[config.mk]
export PLATFORM = sky130hd
export DESIGN_NAME = dram_port_arbiter_flat
export DESIGN_NICKNAME = d
export VERILOG_FILES = /design/src/rtl/dram_port_arbiter_if.sv /design/src/rtl/dram_port_arbiter.sv /design/src/flat_wrapper.sv
export SDC_FILE = /design/constraint.sdc
export NUM_CORES = 1
export LEC_CHECK = 0
export CORE_MARGIN = 2
export CORE_UTILIZATION = 39
export CTS_CLUSTER_SIZE = 14
export DETAILED_ROUTE_END_ITERATION = 8
export GPL_TIMING_DRIVEN = 0
export PLACE_DENSITY = 0.81
export SLEW_MARGIN = 20
export SYNTH_ARGS = -nofsm -noshare
export SYNTH_HDL_FRONTEND = slang
export SYNTH_SLANG_ARGS = --single-unit
[constraint.sdc]
create_clock -name clk -period 2.99 [get_ports clk]
set_input_delay 0.598 -clock clk [delete_from_list [all_inputs] [get_ports clk]]
set_output_delay 0.598 -clock clk [all_outputs]
set_load 0.05 [all_outputs]
[src/rtl/dram_port_arbiter_if.sv]
// dram_port_arbiter_if: requester ports, shared results and controller command bus of the arbiter
interface dram_port_arbiter_if #(
  parameter int ADDR_W = 24,
  parameter int DATA_W = 16
);
  logic              p0_req, p1_req, p2_req;
  logic              p0_wr, p1_wr, p2_wr;
  logic [ADDR_W-1:0] p0_addr, p1_addr, p2_addr;
  logic [DATA_W-1:0] p0_wdata, p1_wdata, p2_wdata;
  logic [1:0]        p0_dqm, p1_dqm, p2_dqm;
  logic              p0_ack, p1_ack, p2_ack;
  logic [DATA_W-1:0] rdata;
  logic              err;
  logic [2:0]        grant;
  logic              ctl_req, ctl_wr;
  logic [ADDR_W-1:0] ctl_addr;
  logic [DATA_W-1:0] ctl_wdata;
  logic [1:0]        ctl_dqm;
  logic              ctl_ack, ctl_rvalid;
  logic [DATA_W-1:0] ctl_rdata;
  modport slave (
    input  p0_req, p1_req, p2_req, p0_wr, p1_wr, p2_wr,
    input  p0_addr, p1_addr, p2_addr, p0_wdata, p1_wdata, p2_wdata,
    input  p0_dqm, p1_dqm, p2_dqm, ctl_ack, ctl_rvalid, ctl_rdata,
    output p0_ack, p1_ack, p2_ack, rdata, err, grant,
    output ctl_req, ctl_wr, ctl_addr, ctl_wdata, ctl_dqm
  );
  modport master (
    output p0_req, p1_req, p2_req, p0_wr, p1_wr, p2_wr,
    output p0_addr, p1_addr, p2_addr, p0_wdata, p1_wdata, p2_wdata,
    output p0_dqm, p1_dqm, p2_dqm, ctl_ack, ctl_rvalid, ctl_rdata,
    input  p0_ack, p1_ack, p2_ack, rdata, err, grant,
    input  ctl_req, ctl_wr, ctl_addr, ctl_wdata, ctl_dqm
  );
endinterface

[src/rtl/dram_port_arbiter.sv]
// dram_port_arbiter: three-port SDRAM arbiter, port 0 absolute priority, ports 1/2 round-robin, read timeout
module dram_port_arbiter #(
  parameter int ADDR_W  = 24,
  parameter int DATA_W  = 16,
  parameter int TIMEOUT = 255
) (
  input logic clk,
  input logic reset,
  dram_port_arbiter_if.slave bus
);
  localparam int CW = $clog2(TIMEOUT + 1);
  typedef enum logic [1:0] {IDLE, GRANT, WAIT_DATA} state_t;
  state_t            state, state_d;
  logic [2:0]        grant_q, grant_d, ack_q, ack_d, req, win;
  logic              err_q, err_d, last2, last2_d, fin;
  logic [DATA_W-1:0] rdata_q, rdata_d;
  logic              ctl_req_q, ctl_req_d, ctl_wr_q, ctl_wr_d;
  logic [ADDR_W-1:0] ctl_addr_q, ctl_addr_d;
  logic [DATA_W-1:0] ctl_wdata_q, ctl_wdata_d;
  logic [1:0]        ctl_dqm_q, ctl_dqm_d;
  logic [CW-1:0]     cnt, cnt_d;
  logic              w_wr;
  logic [ADDR_W-1:0] w_addr;
  logic [DATA_W-1:0] w_wdata;
  logic [1:0]        w_dqm;
  // a port whose ack is showing this cycle has not yet had a chance to drop its request
  assign req     = {bus.p2_req, bus.p1_req, bus.p0_req} & ~ack_q;
  assign win     = req[0] ? 3'b001 :
                   (req[1] && req[2]) ? (last2 ? 3'b010 : 3'b100) :
                   req[1] ? 3'b010 : req[2] ? 3'b100 : 3'b000;
  assign w_wr    = win[0] ? bus.p0_wr    : win[1] ? bus.p1_wr    : bus.p2_wr;
  assign w_addr  = win[0] ? bus.p0_addr  : win[1] ? bus.p1_addr  : bus.p2_addr;
  assign w_wdata = win[0] ? bus.p0_wdata : win[1] ? bus.p1_wdata : bus.p2_wdata;
  assign w_dqm   = win[0] ? bus.p0_dqm   : win[1] ? bus.p1_dqm   : bus.p2_dqm;
  // next-state and next-output computation for the whole arbiter
  always_comb begin
    state_d     = state;
    grant_d     = grant_q;
    ack_d       = 3'b000;
    err_d       = 1'b0;
    rdata_d     = rdata_q;
    ctl_req_d   = ctl_req_q;
    ctl_wr_d    = ctl_wr_q;
    ctl_addr_d  = ctl_addr_q;
    ctl_wdata_d = ctl_wdata_q;
    ctl_dqm_d   = ctl_dqm_q;
    cnt_d       = cnt;
    last2_d     = last2;
    fin         = 1'b0;
    case (state)
      IDLE: if (|win) begin
        state_d     = GRANT;
        grant_d     = win;
        ctl_req_d   = 1'b1;
        ctl_wr_d    = w_wr;
        ctl_addr_d  = w_addr;
        ctl_wdata_d = w_wdata;
        ctl_dqm_d   = w_dqm;
      end
      GRANT: if (bus.ctl_ack) begin
        ctl_req_d = 1'b0;
        fin       = ctl_wr_q;
        state_d   = ctl_wr_q ? state : WAIT_DATA;
        cnt_d     = '0;
      end
      WAIT_DATA: begin
        cnt_d = cnt + CW'(1);
        if (bus.ctl_rvalid) begin
          rdata_d = bus.ctl_rdata;
          fin     = 1'b1;
        end else if (cnt == CW'(TIMEOUT - 1)) begin
          err_d = 1'b1;
          fin   = 1'b1;
        end
      end
      default: state_d = IDLE;
    endcase
    if (fin) begin
      state_d = IDLE;
      ack_d   = grant_q;
      grant_d = 3'b000;
      last2_d = grant_q[0] ? last2 : grant_q[2];
    end
  end
  // state and registered outputs; reset abandons any transaction in flight
  always_ff @(posedge clk or posedge reset) begin
    if (reset) begin
      state       <= IDLE;
      grant_q     <= 3'b000;
      ack_q       <= 3'b000;
      err_q       <= 1'b0;
      rdata_q     <= '0;
      ctl_req_q   <= 1'b0;
      ctl_wr_q    <= 1'b0;
      ctl_addr_q  <= '0;
      ctl_wdata_q <= '0;
      ctl_dqm_q   <= 2'b11;
      cnt         <= '0;
      last2       <= 1'b1;
    end else begin
      state       <= state_d;
      grant_q     <= grant_d;
      ack_q       <= ack_d;
      err_q       <= err_d;
      rdata_q     <= rdata_d;
      ctl_req_q   <= ctl_req_d;
      ctl_wr_q    <= ctl_wr_d;
      ctl_addr_q  <= ctl_addr_d;
      ctl_wdata_q <= ctl_wdata_d;
      ctl_dqm_q   <= ctl_dqm_d;
      cnt         <= cnt_d;
      last2       <= last2_d;
    end
  end
  assign bus.p0_ack    = ack_q[0];
  assign bus.p1_ack    = ack_q[1];
  assign bus.p2_ack    = ack_q[2];
  assign bus.grant     = grant_q;
  assign bus.err       = err_q;
  assign bus.rdata     = rdata_q;
  assign bus.ctl_req   = ctl_req_q;
  assign bus.ctl_wr    = ctl_wr_q;
  assign bus.ctl_addr  = ctl_addr_q;
  assign bus.ctl_wdata = ctl_wdata_q;
  assign bus.ctl_dqm   = ctl_dqm_q;
endmodule
[src/flat_wrapper.sv]
// flat-port wrapper written by rule: the top's interface ports become plain ports
module dram_port_arbiter_flat 
#(
  parameter int ADDR_W  = 24,
  parameter int DATA_W  = 16,
  parameter int TIMEOUT = 255
)
  (clk, reset, bus_p0_req, bus_p1_req, bus_p2_req, bus_p0_wr, bus_p1_wr, bus_p2_wr, bus_p0_addr, bus_p1_addr, bus_p2_addr, bus_p0_wdata, bus_p1_wdata, bus_p2_wdata, bus_p0_dqm, bus_p1_dqm, bus_p2_dqm, bus_ctl_ack, bus_ctl_rvalid, bus_ctl_rdata, bus_p0_ack, bus_p1_ack, bus_p2_ack, bus_rdata, bus_err, bus_grant, bus_ctl_req, bus_ctl_wr, bus_ctl_addr, bus_ctl_wdata, bus_ctl_dqm);
  dram_port_arbiter_if #(.ADDR_W(ADDR_W), .DATA_W(DATA_W)) bus_i ();
  input logic clk;
  input logic reset;
  input wire logic [$bits(bus_i.p0_req)-1:0] bus_p0_req;
  input wire logic [$bits(bus_i.p1_req)-1:0] bus_p1_req;
  input wire logic [$bits(bus_i.p2_req)-1:0] bus_p2_req;
  input wire logic [$bits(bus_i.p0_wr)-1:0] bus_p0_wr;
  input wire logic [$bits(bus_i.p1_wr)-1:0] bus_p1_wr;
  input wire logic [$bits(bus_i.p2_wr)-1:0] bus_p2_wr;
  input wire logic [$bits(bus_i.p0_addr)-1:0] bus_p0_addr;
  input wire logic [$bits(bus_i.p1_addr)-1:0] bus_p1_addr;
  input wire logic [$bits(bus_i.p2_addr)-1:0] bus_p2_addr;
  input wire logic [$bits(bus_i.p0_wdata)-1:0] bus_p0_wdata;
  input wire logic [$bits(bus_i.p1_wdata)-1:0] bus_p1_wdata;
  input wire logic [$bits(bus_i.p2_wdata)-1:0] bus_p2_wdata;
  input wire logic [$bits(bus_i.p0_dqm)-1:0] bus_p0_dqm;
  input wire logic [$bits(bus_i.p1_dqm)-1:0] bus_p1_dqm;
  input wire logic [$bits(bus_i.p2_dqm)-1:0] bus_p2_dqm;
  input wire logic [$bits(bus_i.ctl_ack)-1:0] bus_ctl_ack;
  input wire logic [$bits(bus_i.ctl_rvalid)-1:0] bus_ctl_rvalid;
  input wire logic [$bits(bus_i.ctl_rdata)-1:0] bus_ctl_rdata;
  output wire logic [$bits(bus_i.p0_ack)-1:0] bus_p0_ack;
  output wire logic [$bits(bus_i.p1_ack)-1:0] bus_p1_ack;
  output wire logic [$bits(bus_i.p2_ack)-1:0] bus_p2_ack;
  output wire logic [$bits(bus_i.rdata)-1:0] bus_rdata;
  output wire logic [$bits(bus_i.err)-1:0] bus_err;
  output wire logic [$bits(bus_i.grant)-1:0] bus_grant;
  output wire logic [$bits(bus_i.ctl_req)-1:0] bus_ctl_req;
  output wire logic [$bits(bus_i.ctl_wr)-1:0] bus_ctl_wr;
  output wire logic [$bits(bus_i.ctl_addr)-1:0] bus_ctl_addr;
  output wire logic [$bits(bus_i.ctl_wdata)-1:0] bus_ctl_wdata;
  output wire logic [$bits(bus_i.ctl_dqm)-1:0] bus_ctl_dqm;
  assign bus_i.p0_req = bus_p0_req;
  assign bus_i.p1_req = bus_p1_req;
  assign bus_i.p2_req = bus_p2_req;
  assign bus_i.p0_wr = bus_p0_wr;
  assign bus_i.p1_wr = bus_p1_wr;
  assign bus_i.p2_wr = bus_p2_wr;
  assign bus_i.p0_addr = bus_p0_addr;
  assign bus_i.p1_addr = bus_p1_addr;
  assign bus_i.p2_addr = bus_p2_addr;
  assign bus_i.p0_wdata = bus_p0_wdata;
  assign bus_i.p1_wdata = bus_p1_wdata;
  assign bus_i.p2_wdata = bus_p2_wdata;
  assign bus_i.p0_dqm = bus_p0_dqm;
  assign bus_i.p1_dqm = bus_p1_dqm;
  assign bus_i.p2_dqm = bus_p2_dqm;
  assign bus_i.ctl_ack = bus_ctl_ack;
  assign bus_i.ctl_rvalid = bus_ctl_rvalid;
  assign bus_i.ctl_rdata = bus_ctl_rdata;
  assign bus_p0_ack = bus_i.p0_ack;
  assign bus_p1_ack = bus_i.p1_ack;
  assign bus_p2_ack = bus_i.p2_ack;
  assign bus_rdata = bus_i.rdata;
  assign bus_err = bus_i.err;
  assign bus_grant = bus_i.grant;
  assign bus_ctl_req = bus_i.ctl_req;
  assign bus_ctl_wr = bus_i.ctl_wr;
  assign bus_ctl_addr = bus_i.ctl_addr;
  assign bus_ctl_wdata = bus_i.ctl_wdata;
  assign bus_ctl_dqm = bus_i.ctl_dqm;
  dram_port_arbiter #(.ADDR_W(ADDR_W), .DATA_W(DATA_W), .TIMEOUT(TIMEOUT)) u_core (.clk(clk), .reset(reset), .bus(bus_i));
endmodule
==> results.py <==
metrics = {
    "grt": {
        "grt_max_degree": 53,
        "antenna_found_initial": 0,
        "grt_overflow": 0,
        "grt_pass1_wl_um": 20200,
        "grt_use_total": 0.232,
        "grt_pass1_vias": 3919,
    },
    "clock_tree": {
        "hold_buffers": 0,
        "clockBufferDepth": 2,
        "cts_setup_buffers": 0,
        "clkTransAtPathRegs_ns": 0.09,
        "cts_tree": "done",
        "cts_made_buffers": 9,
        "cts-root-buf": "clkbuf_8",
        "cts_resized": 0,
        "cts_max_level": 3,
        "insertion_delay_ns": 0.35,
        "cts_sinks": 78,
    },
    "drt": {
        "vias_per_cell": 5.23,
        "ant_nets": 0,
        "drcViolationCount": 0,
        "vias": 3889,
        "drt_iter0_drc": 191,
        "dr.pass1.iters": 5,
        "post_drt_wl_per_cell_um": 17.3,
        "wl_um": 12900,
    },
    "synth": {
        "yosys.area.top_type_share": 0.469,
        "async_flop_share": 1.00,
        "synthesis.nets": 533,
        "synth.distinct_cells": 42,
        "synth_top_cell_by_area": "dfrtp_1",
        "ys.warnings.count": 0,
        "syn_inst": 376,
        "netlist_top_cells_count": "dfrtp_1 (75), o21ai_1 (37), a21oi_1 (25), and3_1 (25), mux2i_1 (23)",
        "ys_ff_latch": 78,
        "seq_area_frac_synth": 0.489,
        "synth_most_common_cell": "dfrtp_1",
        "synth_area_sq_um": 4000,
        "synth_edf_count": 0,
        "syn_avg_cell_area_sq_um": 10.6,
        "synth-main-ff-cell": "dfrtp_1",
        "yosys-top-cells-area": "dfrtp_1 (47%), mux2i_1 (5.8%), mux2_2 (4.8%)",
    },
    "setup_path": {
        "crit_fanout": 2,
        "r2r-start": "u_core.state[0]",
        "required_ns": 2.39,
        "cpPeakStageDelay_ns": 0.80,
        "crit_arrival_ns": 1.70,
        "endpoint": "bus_ctl_dqm[1]",
        "path_depth": 1,
        "path_cells": "clkdlybuf4s50_1",
        "slowest_stage": "clkdlybuf4s50_1",
        "start_kind": "flip-flop",
        "ff2ff_setup_slack_ns": 1.05,
        "path_class": "reg -> out",
        "crit_start": "u_core.bus.ctl_dqm[1]",
        "worstReg2RegEnd": "u_core.bus.ctl_dqm[0]",
        "path_buf_inv": 1,
        "worst_setup_path_end_kind": "primary output",
        "ff2ff_path_depth": 7,
        "cpLargestDelayFamily": "buffers and inverters",
    },
    "timing": {
        "fin_tns_setup_ns": 0,
        "period_share": 0.768,
        "worstMarginPinSlew_ns": 0.574,
        "slew_violations": 0,
        "rsz0062_at_grt": "no",
        "fmax_ghz": 0.435,
        "setup_violations": 0,
        "max_slew_margin": 0.616,
        "period_minus_slack_ns": 2.30,
        "skew_ns": 0.0126,
        "hold_violations": 0,
    },
    "layout": {
        "area_delta_synth_final_pct": 65.8,
        "postLayoutCellArea_sq_um": 6630,
        "n_antenna_cell": 0,
        "final_nets": 763,
        "layout-drive-gt1-share": 0.119,
        "n_fill_cell": 740,
    },
    "flow_run": {
        "maxCapViolations": 0,
    },
    "hold_path": {
        "hold_class": "reg -> reg",
    },
    "placed_design": {
        "gp_congestion": 0.860,
        "place_area_sq_um": 6380,
        "io_buffers": 218,
        "post-dp-hpwl_um": 9950,
    },
    "pwr": {
        "ir_worst_vdd_mv": 0.761,
        "power_density_nw_per_um2": 1050,
        "leakage_nw": 2.75,
    },
    "die": {
        "boundaryPins": 219,
        "fp.dieW_um": 105,
        "fp.coreArea_sq_um": 9860,
        "initial_core_util": 0.405,
        "die_h_um": 105,
        "die_area_sq_um": 11100,
        "num_rows": 36,
    },
    "status": {
        "status": "complete, no violations",
    },
}
-- worst reg2reg max path, stage by stage, from the launching register on --
cell      delay, ns
dfrtp_1        0.39
inv_1          0.10
ha_1           0.36
inv_2          0.15
a31o_1         0.23
nand2b_1       0.22
clkbuf_2       0.24
o21ai_1        0.18
-- cell usage in the layout, fill, tap and decap left out, types with 14 or more instances in the layout --
cell type	instances
a21oi_1	25
a22oi_1	14
a31oi_1	22
and2_1	22
and3_1	25
clkdlybuf4s50_1	218
dfrtp_1	75
mux2_2	17
mux2i_1	23
o21ai_1	37
-- routing by layer --
metal	global-route usage	share of wire
met4	0.0581	0.015
met1	0.283	0.40
met2	0.394	0.49
met5	0	0
met3	0.0754	0.098
-- through the flow --
step	worst slack [ns]	cells	hold WS, ns	power (mW)	util
after global routing	0.669	744	0.519	7.35	0.672
final	0.694	744	0.498	6.97	0.672
after floorplan	0.402	376	0.497	4.53	-
after global placement	-0.893	727	0.474	5.92	0.643
after detailed placement	0.717	728	0.483	6.01	0.646
after CTS	0.680	744	0.504	7.03	0.672
-- cell families after synthesis --
| group | Yosys count | share of synthesized area |
|---|---|---|
| flip-flops | 78 | 0.489 |
| AO/OA/AOI/OAI | 125 | 0.202 |
| buffers and inverters | 35 | 0.0491 |
| AND/OR/NAND/NOR | 87 | 0.125 |
| XOR/XNOR | 5 | 0.0110 |
| adder cells (fa/ha/maj) | 5 | 0.0156 |
| multiplexers | 41 | 0.109 |
-- power by group --
group	switching, mW	leakage, nW	internal (mW)
Combinational	2.60	1.66	1.55
Sequential	0.285	0.967	1.53
Clock	0.414	0.127	0.585
-- layout make-up --
cell class                      instances  area (sq um)  share of cell area
Buffer                                 29           174              0.0262
Clock buffer                           10           138              0.0208
Clock inverter                          6           116              0.0175
Inverter                                6          25.0             0.00377
Multi-Input combinational cell        263          1850               0.278
Sequential cell                        78          1960               0.295
Tap cell                              133           166              0.0251
Timing Repair Buffer                  219          2210               0.333
-- flip-flops by register name, summed over array words and instances (netlist names) --
signal / flops
u_core.ack_q: 3
u_core.bus.ctl_addr: 24
u_core.bus.ctl_dqm: 2
u_core.bus.ctl_req: 1
u_core.bus.ctl_wdata: 16
u_core.bus.ctl_wr: 1
u_core.bus.err: 1
u_core.bus.grant: 3
u_core.bus.rdata: 16
u_core.cnt: 8
u_core.last2: 1
u_core.state: 2
-- worst min-delay path by stage --
| stage | end | slack, ns | depth (start not counted) | start |
|---|---|---|---|---|
| after global routing | u_core.bus.ctl_addr[23] | 0.52 | 2 | u_core.bus.ctl_addr[23] |
| after detailed placement | u_core.bus.ctl_addr[23] | 0.48 | 2 | u_core.bus.ctl_addr[23] |
| final | u_core.bus.ctl_addr[23] | 0.50 | 2 | u_core.bus.ctl_addr[23] |
| after floorplan | u_core.cnt[2] | 0.50 | 1 | u_core.cnt[2] |
| after CTS | u_core.bus.ctl_addr[23] | 0.50 | 2 | u_core.bus.ctl_addr[23] |
| after global placement | u_core.bus.ctl_wdata[6] | 0.47 | 2 | u_core.bus.ctl_wdata[6] |
No activity file was read; power rests on OpenSTA's default activity.
